--- src/rtl/exception_sequencer.sv ---
// Multicycle exception/return sequencer: saves EPC, fetches the handler byte
// from the vector table after MEM_LATENCY wait cycles, loads PC, pulses done.
module exception_sequencer #(
  parameter int unsigned ADDR_W      = 32,
  parameter int unsigned NUM_CAUSES  = 3,
  parameter int unsigned VEC_BASE    = 253,
  parameter int unsigned MEM_LATENCY = 2
) (
  input  logic                  clock,
  input  logic                  reset,
  input  logic [NUM_CAUSES-1:0] exc_req,
  input  logic                  rte_req,
  input  logic [ADDR_W-1:0]     pc_current,
  input  logic [ADDR_W-1:0]     epc_in,
  input  logic [7:0]            mem_rdata,
  output logic                  busy,
  output logic [1:0]            cause,
  output logic                  epc_write,
  output logic [ADDR_W-1:0]     epc_value,
  output logic                  mem_read,
  output logic [ADDR_W-1:0]     mem_addr,
  output logic                  pc_write,
  output logic [ADDR_W-1:0]     pc_value,
  output logic                  done
);

  typedef enum logic [2:0] {
    IDLE, SAVE_EPC, MEM_ADDR, MEM_WAIT, LOAD_PC, RTE, DONE
  } state_t;

  localparam logic [3:0] LAT = 4'(MEM_LATENCY);

  state_t     state;
  logic [3:0] cnt;
  logic       req_any;
  logic [1:0] req_idx;

  // Lowest set request index wins.
  always_comb begin
    req_any = |exc_req;
    req_idx = '0;
    for (int unsigned i = NUM_CAUSES; i > 0; i--) begin
      if (exc_req[i-1]) req_idx = 2'(i - 1);
    end
  end

  // Outputs are registered alongside the state they belong to, so each one is
  // valid exactly during its state; read data is captured on the edge that
  // leaves the last wait cycle, when it is guaranteed valid.
  always_ff @(posedge clock) begin
    if (!reset) begin
      state     <= IDLE;
      cnt       <= '0;
      cause     <= '0;
      busy      <= 1'b0;
      epc_write <= 1'b0;
      epc_value <= '0;
      mem_read  <= 1'b0;
      mem_addr  <= '0;
      pc_write  <= 1'b0;
      pc_value  <= '0;
      done      <= 1'b0;
    end else begin
      epc_write <= 1'b0;
      epc_value <= '0;
      mem_read  <= 1'b0;
      pc_write  <= 1'b0;
      pc_value  <= '0;
      done      <= 1'b0;
      case (state)
        IDLE: begin
          if (req_any) begin
            state     <= SAVE_EPC;
            cause     <= req_idx;
            busy      <= 1'b1;
            epc_write <= 1'b1;
            epc_value <= pc_current - ADDR_W'(4);
          end else if (rte_req) begin
            state    <= RTE;
            busy     <= 1'b1;
            pc_write <= 1'b1;
            pc_value <= epc_in;
          end
        end
        SAVE_EPC: begin
          state    <= MEM_ADDR;
          mem_read <= 1'b1;
          mem_addr <= ADDR_W'(VEC_BASE) + ADDR_W'(cause);
        end
        MEM_ADDR: begin
          cnt <= LAT;
          if (LAT != 4'd0) begin
            state    <= MEM_WAIT;
            mem_read <= 1'b1;
          end else begin
            state    <= LOAD_PC;
            pc_write <= 1'b1;
            pc_value <= ADDR_W'(mem_rdata);
          end
        end
        MEM_WAIT: begin
          cnt <= cnt - 4'd1;
          if (cnt == 4'd1) begin
            state    <= LOAD_PC;
            pc_write <= 1'b1;
            pc_value <= ADDR_W'(mem_rdata);
          end else begin
            mem_read <= 1'b1;
          end
        end
        LOAD_PC: begin
          state    <= DONE;
          mem_addr <= '0;
          done     <= 1'b1;
        end
        RTE: begin
          state <= DONE;
          done  <= 1'b1;
        end
        DONE: begin
          state <= IDLE;
          busy  <= 1'b0;
        end
        default: begin
          state <= IDLE;
          busy  <= 1'b0;
        end
      endcase
    end
  end

endmodule

--- config.mk ---
export PLATFORM = sky130hd
export DESIGN_NAME = exception_sequencer
export DESIGN_NICKNAME = d
export VERILOG_FILES = /design/src/rtl/exception_sequencer.sv
export SDC_FILE = /design/constraint.sdc
export NUM_CORES = 1
export LEC_CHECK = 0
export ABC_AREA = 1
export BUFFER_PORTS_ARGS = -buffer_cell sky130_fd_sc_hd__buf_2
export CORE_ASPECT_RATIO = 1.25
export CORE_MARGIN = 5
export CORE_UTILIZATION = 46
export CTS_CLUSTER_DIAMETER = 30
export DETAILED_ROUTE_END_ITERATION = 12
export HOLD_SLACK_MARGIN = 0.05
export PLACE_DENSITY = 0.77
export SLEW_MARGIN = 5
export SYNTH_ARGS = -nofsm -noshare
export SYNTH_HDL_FRONTEND = slang
export SYNTH_SLANG_ARGS = --single-unit
--- constraint.sdc ---
create_clock -name clock -period 1.6 [get_ports clock]
set_input_delay 0.16 -clock clock [delete_from_list [all_inputs] [get_ports clock]]
set_output_delay 0.16 -clock clock [all_outputs]
set_load 0.005 [all_outputs]
# Word level (Yosys, flattened, before mapping)
# Cells that the tools add are included.
word_totals:
  reg_bits: 110
  latchBits: 0
  ram_bits: 0
  romBits: 0
  in_bits: 78
  out_inout_bits: 103
  wordCells: 59
  mem_count: 0
op_classes:
  addsub: 3
  multipliers: 0
  div: 0
  n_lt_le_gt_ge: 0
  eq_ne: 8
  shifts: 0
  muxes: 24
  bitwise_logic: 1
  n_reduce_logical: 12
op_table:
  columns: ["cell", "count"]
  rows:
  - ["one-hot mux 32 bit (2 select lines)", 2]
  - ["two-way mux 32 bit", 2]
  - ["subtractor 32 x 3 -> 32 bit, second input constant", 1]
  - ["one-hot mux 3 bit (5 select lines)", 1]
  - ["adder 8 x 2 -> 9 bit, first input constant", 1]
  - ["two-way mux 3 bit", 3]
  - ["two-way mux 1 bit", 8]
  - ["two-way mux 8 bit", 1]
  - ["one-hot mux 4 bit (2 select lines)", 1]
  - ["AND reduction 2 bit", 4]
  - ["== test 3 x 2 -> 1 bit, second input constant", 2]
  - ["== test 3 bit, second input constant", 2]
  - ["two-way mux 2 bit", 3]
  - ["one-hot mux 1 bit (2 select lines)", 3]
  - ["OR reduction 5 bit", 1]
  - ["== test 4 x 1 -> 1 bit, second input constant", 1]
  - ["nonzero test 2 bit", 2]
  - ["OR reduction 2 bit", 2]
  - ["subtractor 4 x 1 -> 4 bit, second input constant", 1]
  - ["== test 3 x 1 -> 1 bit, second input constant", 1]
  - ["zero test 3 bit", 1]
  - ["!= test 3 bit, second input constant", 1]
  - ["AND reduction 3 bit", 1]
  - ["OR reduction 3 bit", 1]
  - ["2 further kinds", 2]

# Longest topological paths before layout
# Gate-level depths: netlist of run 1.
logic_depth:
  depth_word: 4
  mapped_depth: 10
  depth_no_buf: 10

# Worst setup path after synthesis of run 1
# No wires, ideal clock.
synth_path:
  kind: "reg2reg"
  start: "register state[0]"
  end: "register epc_value[23]"
  setup_ns: 0.070
  arrival_ns: 1.113
  t_required_ns: 1.530
  slack_ns: 0.418
  stages_incl_launch_ff: 9
  n_path_buf: 1
  synth_period_minus_slack_ns: 1.182
  cell_sequence: "dfxtp_1 nor2_4 nand2_4 inv_6 nand2_4 nor2_8 inv_4 buf_6 a21oi_1"
synth_between:
  elab_chain_cells: 2
synth_lines:
  columns: ["item", "line_no", "rtl"]
  rows:
  - ["start: declaration", "33", "state_t state;"]
  - ["start signal: assignment", "52", "state <= IDLE;"]
  - ["start signal: assignment", "73", "state <= SAVE_EPC;"]
  - ["start signal: assignment", "79", "state <= RTE;"]
  - ["zero test 3 bit", "70", "case (state)"]
  - ["AND reduction 3 bit (no source line)", null, null]
  - ["end signal: assignment", "77", "epc_value <= pc_current - ADDR_W'(4);"]
  - ["end: declaration", "19", "output logic [ADDR_W-1:0] epc_value,"]
# No other way between the ends.
# A chain may end at the register's enable or synchronous reset.

# Final worst setup path of run 1
layout_path:
  start: "register state[0]"
  end: "register pc_value[7]"
layout_between:
  elab_chain_cells: 2
  elab_cells_between_ends: 3
layout_lines:
  columns: ["item", "line_no", "rtl"]
  rows:
  - ["== test 3 x 2 -> 1 bit / zero test 3 bit (equally long branches)", "70", null]
  - ["one-hot mux 32 bit (2 select lines) (*)", "70", null]
  - ["end signal: assignment", "82", "pc_value <= epc_in;"]
  - ["end signal: assignment", "98", "pc_value <= ADDR_W'(mem_rdata);"]
  - ["end signal: assignment", "106", "pc_value <= ADDR_W'(mem_rdata);"]
  - ["end: declaration", "23", "output logic [ADDR_W-1:0] pc_value,"]
# Every way passes the cells marked *; elsewhere a longest branch is shown, timed or not.

==> results of run 1 <==
worst max-delay path, cell delays in order, from the launching register on:
cell	delay [ns]
dfxtp_1	0.37
nor2_4	0.17
nand2_4	0.09
nor2_2	0.11
nand2_1	0.10
inv_2	0.16
buf_12	0.19
a22oi_1	0.08
nor2_1	0.14
cell families after synthesis:
| group | Yosys count | synth area share |
|---|---|---|
| other cells | 1 | 0.00103 |
| compound gates | 65 | 0.106 |
| xor+xnor | 2 | 0.00483 |
| buf+inv | 91 | 0.135 |
| fa+ha+maj | 4 | 0.0138 |
| simple gates | 249 | 0.287 |
| flops | 82 | 0.453 |
state kept, by name (all words and copies together), names as in the netlist:
signal / flops
pc_write: 1
mem_read: 1
busy: 1
epc_write: 1
done: 1
state: 3
cause: 2
epc_value: 32
pc_value: 32
mem_addr: 4
cnt: 4
metrics by stage:
| stage | utilization | total power, mW | instances | worst slack [ns] |
|---|---|---|---|---|
| 3_5_place_dp | 0.566 | 4.06 | 736 | 0.0774 |
| 2_1_floorplan | - | 3.56 | 516 | 0.418 |
| 4_1_cts | 0.643 | 5.75 | 789 | 0.105 |
| 3_3_place_gp | 0.566 | 4.02 | 736 | 0.121 |
| 5_1_grt | 0.648 | 6.15 | 794 | 0.00850 |
| 6_report | 0.648 | 5.77 | 794 | 0.115 |
cell type report:
type	count	area share
clock inverters	3	0.0130
repair buffers	206	0.252
inverters	54	0.0419
well taps	95	0.0237
multi-input cells	343	0.314
flip-flops and latches	82	0.327
clock buffers	11	0.0282
power by group through the flow:
stage / combinational (mW) / sequential (mW) / clock [mW]
floorplan: 0.999 / 2.56 / 0
global placement: 1.50 / 2.53 / 0
detailed placement: 1.52 / 2.54 / 0
CTS: 1.61 / 2.49 / 1.65
global route: 1.88 / 2.53 / 1.74
finish: 1.67 / 2.49 / 1.61
per-layer routing:
layer,wire length [um],part of all wire
met1,4210,0.38
met2,5600,0.50
met3,1020,0.092
met4,276,0.025
met5,0,0
final timing paths:
kind,from,end,slack (ns),cells after the start
setup / recovery,state[0],pc_value[7],0.11,8
hold / removal,pc_current[16],epc_value[16],0.08,3
setup reg to reg,state[0],pc_value[7],0.11,8
hold reg to reg,mem_addr[8],mem_addr[8],0.47,2
placed cells by master, fill, tap and decap left out, types with 2 or more instances in the layout:
master and n:
nor2_2 2, nand2_1 108, xor2_1 2, nand3_1 17, a31oi_1 2, nand4_1 3, o21ai_2 3, a22oi_1 7
clkbuf_8 10, ha_1 4, inv_2 3, dfxtp_1 82, o21ai_0 16, nor3_1 4, nor2_4 2, dlygate4sd3_1 39
inv_1 49, a21oi_1 31, bufinv_16 2, a21oi_2 2, buf_4 9, buf_2 157, or2_2 2, conb_1 23
nor2_1 104, nand2_4 2
timing repair:
item	in CTS	in global routing
endpoints found under the setup margin	0	1
endpoints found under the hold margin	34	0
buffers inserted	0	5
hold buffers	39	0
==> impl_metrics.csv, run 1 <==
group,metric,value,unit
cells_and_area,syn_to_final_growth,38.5,%
status,run_status,"completed",
clock_network,htree_levels,3,
clock_network,cts_root_buf,"clkbuf_8",
floorplanning,floorplan.die_area,0.00977,sq mm
cells_and_area,multiInputGateArea,0.00158,sq mm
clock_network,cts_sinks,82,
timing,fin_crit,1.49,ns
synthesis,syn_area_per_cell,7.34,sq um
clock_network,cts_tree,"yes",
floorplanning,die_w,89.4,um
timing,finalCritPeriodShare,0.928,
synthesis,ys_warn_count,0,
timing,fin_worst_skew,0.00585,ns
detailed_routing,routed-via-count,3832,
timing,hold-worst-slack,0.0805,ns
synthesis,ys_seq_elements,82,
grt,grt_pass1_vias,3784,
cells_and_area,nFillCells,694,
synthesis,yosys.cell_types.count,36,
cells_and_area,layout-drive-gt1-share,0.290,
synthesis,synth_flop_cell,"dfxtp_1",
pwr,p_switching,1.82,mW
pwr,p_sw_frac,0.315,
min_path,hold_class,"in -> reg",
floorplanning,num_rows,36,
detailed_routing,first_pass_iters,5,
clock_network,insertion_delay,0.35,ns
pwr,power_frac_clock,0.278,
placement,hpwl,7920,um
cells_and_area,nNetsFinal,778,
worst_setup_path,crit_path_max_fanout,26,
synthesis,synth_top_area_share,0.453,
detailed_routing,drtAntennaViolNets,0,
synthesis,synthMostInstantiatedCell,"nand2_1",
synthesis,synth_edf_count,0,
grt,grt_antenna_before_repair,0,
pwr,p_comb_frac,0.290,
worst_setup_path,critPathArrivalTime,1.77,ns
placement,routabilityCongestion,0.923,
detailed_routing,drt_iter0_drc,150,
timing,setup_viol,0,
synthesis,synth_top_cell_by_area,"dfxtp_1",
grt,top_usage_layer,"met2",
detailed_routing,vias_per_cell,4.83,
pwr,vdd_ir_drop_max,0.000675,V
pwr,intPower,3.95,mW
grt,track_usage,0.224,
grt,met3_usage,0.0499,
floorplanning,start_util,0.468,
pwr,p_per_area,1150,mW/mm^2
flow_run,maxCapViolCount,0,
floorplanning,core_area,0.00775,sq mm
synthesis,syn_area,0.00362,sq mm
grt,grt_use_met1,0.244,
clock_network,clock_path_buffers,2,
synthesis,async_flop_share,0,
timing,setup_tns,0,ns
detailed_routing,routedWlPerCell,14.0,um
detailed_routing,wl,11100,um
cells_and_area,final_cell_area,0.00502,sq mm
synthesis,synthTopCellsByArea,"dfxtp_1 (45%), nand2_1 (11%), nor2_1 (11%), buf_4 (6.2%), inv_1 (5.1%)",
synthesis,yosysSeqAreaShare,0.453,
grt,grt_max_degree,27,
clock_network,cts_resized,0,
timing,maxSlewViolCount,0,
worst_setup_path,required,1.88,ns
timing,rsz0062_at_grt,"no",
timing,finalHoldViolCount,0,
placement,post_dp_cell_area,0.00438,sq mm
floorplanning,boundaryPins,181,
detailed_routing,route.detailed.drc,0,
worst_setup_path,criticalPathCategory,"reg -> reg",
floorplanning,fp.dieH,109,um
worst_setup_path,endpoint_kind,"flop",
placement,io_buffers,157,
grt,overflow,0,
synthesis,yosys-top-cells-count,"nand2_1 (108), nor2_1 (104), dfxtp_1 (82)",
worst_setup_path,critPathLaunchType,"flop",
cells_and_area,regArea,0.00164,sq mm
clock_network,cts.clk_slew.worst_paths,0.07,ns
synthesis,syn_inst,494,
pwr,leakage,2.55,nW
grt,grt_use_met2,0.408,
cells_and_area,diodes,0,
pwr,seq_power_share,0.432,
grt,grt_first_pass_wirelength,16900,um
timing,max_freq,0.673,GHz
clock_network,numCtsBuffers,9,
Power figures use the tool's default switching activity.
==> run 2: changes to the inputs <==
--- a/config.mk
+++ b/config.mk
@@ -14,6 +14,7 @@
 export DETAILED_ROUTE_END_ITERATION = 12
 export HOLD_SLACK_MARGIN = 0.05
 export PLACE_DENSITY = 0.77
+export RECOVER_POWER = 100
 export SLEW_MARGIN = 5
 export SYNTH_ARGS = -nofsm -noshare
 export SYNTH_HDL_FRONTEND = slang
==> impl_metrics.csv, run 2 (same netlist as run 1, synthesis figures left out) <==
group,metric,value,unit
cells_and_area,layout-drive-gt1-share,0.203,
pwr,p_switching,1.81,mW
detailed_routing,drt_iter0_drc,141,
detailed_routing,vias_per_cell,4.83,
worst_setup_path,timing.rr.end,"pc_value[7]",
timing,rsz0062_at_grt,"no",
pwr,vdd_ir_drop_max,0.000669,V
clock_network,cts.clk_slew.worst_paths,0.07,ns
timing,fin_crit,1.49,ns
worst_setup_path,r2r_setup_slack,0.11,ns
clock_network,htree_levels,3,
floorplanning,die_w,89.4,um
timing,max_freq,0.672,GHz
pwr,finalPower,5.70,mW
cells_and_area,regArea,0.00164,sq mm
clock_network,cts_tree,"yes",
placement,io_buffers,157,
pwr,power_frac_clock,0.282,
cells_and_area,syn_to_final_growth,36.0,%
placement,hpwl,7920,um
floorplanning,floorplan.die_area,0.00977,sq mm
cells_and_area,multiInputGateArea,0.00156,sq mm
grt,grt_pass1_vias,3784,
grt,grt_max_degree,27,
clock_network,cts_root_buf,"clkbuf_8",
floorplanning,core_area,0.00775,sq mm
min_path,hold_end,"epc_value[16]",
grt,grt_first_pass_wirelength,16900,um
pwr,p_sw_frac,0.317,
pwr,p_per_area,1160,mW/mm^2
detailed_routing,wl,11200,um
timing,hold-worst-slack,0.0801,ns
pwr,leakage,2.31,nW
clock_network,cts_sinks,82,
timing,maxSlewViolCount,0,
worst_setup_path,required,1.88,ns
detailed_routing,routedWlPerCell,14.1,um
pwr,intPower,3.89,mW
detailed_routing,drtAntennaViolNets,0,
pwr,seq_power_share,0.439,
detailed_routing,route.detailed.drc,0,
worst_setup_path,ff2ff_path_depth,8,
timing,fin_worst_skew,0.00753,ns
worst_setup_path,critPathArrivalTime,1.77,ns
grt,grt_antenna_before_repair,0,
clock_network,numCtsBuffers,9,
floorplanning,fp.dieH,109,um
clock_network,insertion_delay,0.35,ns
clock_network,clock_path_buffers,2,
placement,routabilityCongestion,0.923,
worst_setup_path,endpoint_kind,"flop",
pwr,p_comb_frac,0.279,
cells_and_area,diodes,0,
cells_and_area,nFillCells,723,
flow_run,maxCapViolCount,0,
timing,setup_tns,0,ns
cells_and_area,nNetsFinal,778,
grt,track_usage,0.224,
worst_setup_path,critPathLaunchType,"flop",
cells_and_area,largestRegisters,"epc_value x32, pc_value x32",
min_path,hold_depth,3,
worst_setup_path,crit_path_max_fanout,26,
timing,setup_viol,0,
detailed_routing,routed-via-count,3838,
min_path,hp-start,"pc_current[16]",
floorplanning,start_util,0.468,
cells_and_area,fin_cells,794,
status,run_status,"completed",
timing,finalHoldViolCount,0,
cells_and_area,fin_util,0.636,
cells_and_area,final_common_cell,"nand2_1",
grt,overflow,0,
floorplanning,num_rows,36,
cells_and_area,final_cell_mix,"nand2_1 (108), nor2_1 (104), buf_2 (102)",
placement,place_inst,736,
detailed_routing,first_pass_iters,5,
floorplanning,boundaryPins,181,
worst_setup_path,r2r-start,"state[0]",
min_path,hold_class,"in -> reg",
timing,finalCritPeriodShare,0.930,
worst_setup_path,criticalPathCategory,"reg -> reg",
## run 2: cell count changes in the layout (fill, tap and decap cells not counted), sizes merged
cell    before  now
buf        167  110
clkbuf      11   68
## run 2: metal layers
| metal | vias to the layer above | GRT usage | wire (um) |
|---|---|---|---|
| met5 | - | 0 | 0 |
| met4 | 0 | 0.0936 | 274 |
| met3 | 24 | 0.0499 | 1020 |
| met2 | 184 | 0.408 | 5660 |
| met1 | 1736 | 0.244 | 4250 |
| li1 | 1894 | - | - |
## run 2: through the flow
| step | area [sq um] | setup slack [ns] |
|---|---|---|
| after floorplan | 3710 | 0.418 |
| after global placement | 4380 | 0.121 |
| after detailed placement | 4380 | 0.0774 |
| after CTS | 4980 | 0.105 |
| after global routing | 4930 | 0.00850 |
| final | 4930 | 0.112 |
## run 2: worst max-delay path, cell delays in order, from the launching register on
cell     delay, ns
dfxtp_1       0.37
nor2_4        0.17
nand2_4       0.09
nor2_2        0.11
nand2_1       0.10
inv_2         0.17
buf_12        0.19
a22oi_1       0.08
nor2_1        0.14
## run 2: power groups by stage
| stage | Clock (mW) | Combinational [mW] | Sequential, mW |
|---|---|---|---|
| finish | 1.61 | 1.59 | 2.50 |
| global route | 1.74 | 1.80 | 2.54 |
| CTS | 1.65 | 1.61 | 2.49 |
| detailed placement | 0 | 1.52 | 2.54 |
| global placement | 0 | 1.50 | 2.53 |
| floorplan | 0 | 0.999 | 2.56 |
## run 2: how the worst max path moves through the flow
stage / startpoint / to / slack [ns] / cells past startpoint
global route: state[0] / pc_value[7] / 0.009 / 8
floorplan: state[0] / epc_value[23] / 0.42 / 8
finish: state[0] / pc_value[7] / 0.11 / 8
CTS: state[0] / epc_value[23] / 0.11 / 7
detailed placement: pc_current[2] / epc_value[24] / 0.08 / 10
global placement: pc_current[2] / epc_value[28] / 0.12 / 10
## run 2: what timing repair did
item,in CTS,in global routing
hold buffers,39,0
hold endpoints to repair,34,0
buffers inserted,0,5
resized for setup,0,0
setup endpoints to repair,0,1
## run 2: cell type report
type / count / share of cell area
Sequential cell: 82 / 0.333
Multi-Input combinational cell: 343 / 0.317
Timing Repair Buffer: 206 / 0.242
Inverter: 54 / 0.0421
Clock buffer: 11 / 0.0287
Tap cell: 95 / 0.0241
Clock inverter: 3 / 0.0132
==> run 3: changes to the inputs <==
--- a/config.mk
+++ b/config.mk
@@ -6,14 +6,15 @@
 export NUM_CORES = 1
 export LEC_CHECK = 0
 export ABC_AREA = 1
-export BUFFER_PORTS_ARGS = -buffer_cell sky130_fd_sc_hd__buf_2
 export CORE_ASPECT_RATIO = 1.25
 export CORE_MARGIN = 5
-export CORE_UTILIZATION = 46
+export CORE_UTILIZATION = 61
 export CTS_CLUSTER_DIAMETER = 30
 export DETAILED_ROUTE_END_ITERATION = 12
+export DONT_BUFFER_PORTS = 1
 export HOLD_SLACK_MARGIN = 0.05
-export PLACE_DENSITY = 0.77
+export MAX_ROUTING_LAYER = met4
+export PLACE_DENSITY = 0.8
 export RECOVER_POWER = 100
 export SLEW_MARGIN = 5
 export SYNTH_ARGS = -nofsm -noshare
==> impl_metrics.csv, run 3 (same netlist as run 1, synthesis figures left out) <==
group,metric,value,unit
status,run_status,"completed",
detailed_routing,vias_per_cell,5.32,
pwr,leakage,1.95,nW
grt,grt_antenna_before_repair,0,
detailed_routing,routed-via-count,3409,
worst_setup_path,worstPathCellList,"dlygate4sd3_1 -> inv_1 -> nand3_1 -> nor2_1 -> nand2_1 -> nor2_1 -> nand2_1 -> nand2_1 -> nor2_1",
worst_setup_path,endpoint_kind,"flop",
timing,setup_tns,0,ns
timing,max_freq,0.656,GHz
grt,grt_max_degree,33,
cells_and_area,layout-drive-gt1-share,0.0801,
clock_network,cts_sinks,82,
cells_and_area,nNetsFinal,651,
floorplanning,fp.dieH,96.2,um
timing,maxSlewViolCount,0,
clock_network,htree_levels,3,
clock_network,cts.clk_slew.worst_paths,0.09,ns
detailed_routing,drt_iter0_drc,161,
timing,setup_viol,0,
floorplanning,num_rows,31,
flow_run,maxCapViolCount,0,
placement,io_buffers,0,
worst_setup_path,crit_path_max_fanout,5,
clock_network,cts_root_buf,"clkbuf_8",
pwr,p_per_area,1230,mW/mm^2
detailed_routing,wl,11000,um
placement,post_dp_cell_area,0.00355,sq mm
detailed_routing,drtAntennaViolNets,0,
grt,grt_pass1_vias,3431,
placement,routabilityCongestion,0.984,
grt,track_usage,0.298,
cells_and_area,fin_util,0.786,
worst_setup_path,critPathLaunchType,"input port",
clock_network,insertion_delay,0.35,ns
worst_setup_path,slowest_delay,0.58,ns
detailed_routing,routedWlPerCell,17.2,um
grt,overflow,0,
cells_and_area,final_common_cell,"nand2_1",
timing,worst_slack,0.0750,ns
placement,pre_cts_slack,0.175,ns
min_path,hold_class,"in -> reg",
pwr,finalPower,5.57,mW
timing,fin_crit,1.53,ns
timing,rsz0062_at_grt,"no",
floorplanning,die_w,78.9,um
timing,finalCritPeriodShare,0.953,
floorplanning,core_area,0.00578,sq mm
placement,hpwl,7070,um
worst_setup_path,critPathArrivalTime,1.78,ns
detailed_routing,route.detailed.drc,0,
detailed_routing,first_pass_iters,4,
clock_network,cts_tree,"yes",
cells_and_area,final_cell_area,0.00454,sq mm
worst_setup_path,criticalPathCategory,"in -> reg",
clock_network,numCtsBuffers,9,
floorplanning,start_util,0.627,
floorplanning,floorplan.die_area,0.00759,sq mm
worst_setup_path,required,1.85,ns
cells_and_area,final_cell_mix,"nand2_1 (108), nor2_1 (100), dfxtp_1 (80)",
pwr,vdd_ir_drop_max,0.000601,V
floorplanning,boundaryPins,181,
grt,grt_first_pass_wirelength,16700,um
cells_and_area,largestRegisters,"epc_value x32, pc_value x32",
cells_and_area,nFillCells,401,
timing,finalHoldViolCount,0,
cells_and_area,syn_to_final_growth,25.4,%
clock_network,clock_path_buffers,2,
timing,fin_worst_skew,0.00844,ns
worst_setup_path,cp_slowest_cell,"dlygate4sd3_1",
-- run 3: cell types whose count changed in the layout (fill, tap and decap cells not counted), moves of 4 or more --
cell | previous run | this run
buf_2 | 102 | 0
clkbuf_1 | 56 | 0
dlygate4sd3_1 | 39 | 74
nor2_1 | 104 | 100
-- run 3: worst paths after layout --
path | startpoint | end | slack, ns | cells past startpoint
min reg2reg | cnt[2] | cnt[2] | 0.48 | 1
max | pc_current[2] | epc_value[31] | 0.07 | 9
max reg2reg | state[2] | pc_value[25] | 0.11 | 6
min | pc_current[21] | epc_value[21] | 0.06 | 3
-- run 3: layout make-up --
class,count,area (sq um),area share
diodes,1,2.50,0.000551
clock buffers,10,138,0.0303
clock inverters,6,96.3,0.0212
inverters,54,210,0.0463
multi-input cells,343,1580,0.348
flip-flops and latches,82,1640,0.362
well taps,66,82.6,0.0182
repair buffers,79,791,0.174
-- run 3: worst max-delay path: cells and delay by family --
family / cells / cell delay [ns]
buffers and inverters: 2 / 0.68
AND/OR/NAND/NOR: 7 / 0.94
-- run 3: repair_timing --
action	4_1_cts	5_1_grt
setup endpoints to repair	0	10
endpoints found under the hold margin	70	0
hold buffers	74	0
resized for setup	0	11
setup buffers	0	1
-- run 3: through the flow --
step / hold WS, ns / std cells
after floorplan: 0.232 / 516
after global placement: 0.234 / 549
after detailed placement: 0.235 / 549
after CTS: 0.0542 / 639
after global routing: 0.0504 / 640
final: 0.0565 / 641
-- run 3: layer usage --
layer | track usage | share of wire | up-vias | wire length, um
met5 | - | 0 | - | 0
met4 | 0.149 | 0.039 | 0 | 431
met3 | 0.108 | 0.11 | 30 | 1220
met2 | 0.527 | 0.52 | 196 | 5700
met1 | 0.289 | 0.33 | 1544 | 3700
li1 | - | - | 1639 | -
-- run 3: power breakdown --
| group | total, mW | internal, mW | switching [mW] | leakage, nW |
|---|---|---|---|---|
| Combinational | 1.22 | 0.459 | 0.759 | 1.16 |
| Sequential | 2.62 | 2.35 | 0.263 | 0.668 |
| Clock | 1.74 | 0.944 | 0.795 | 0.115 |
| Total | 5.57 | 3.76 | 1.82 | 1.95 |
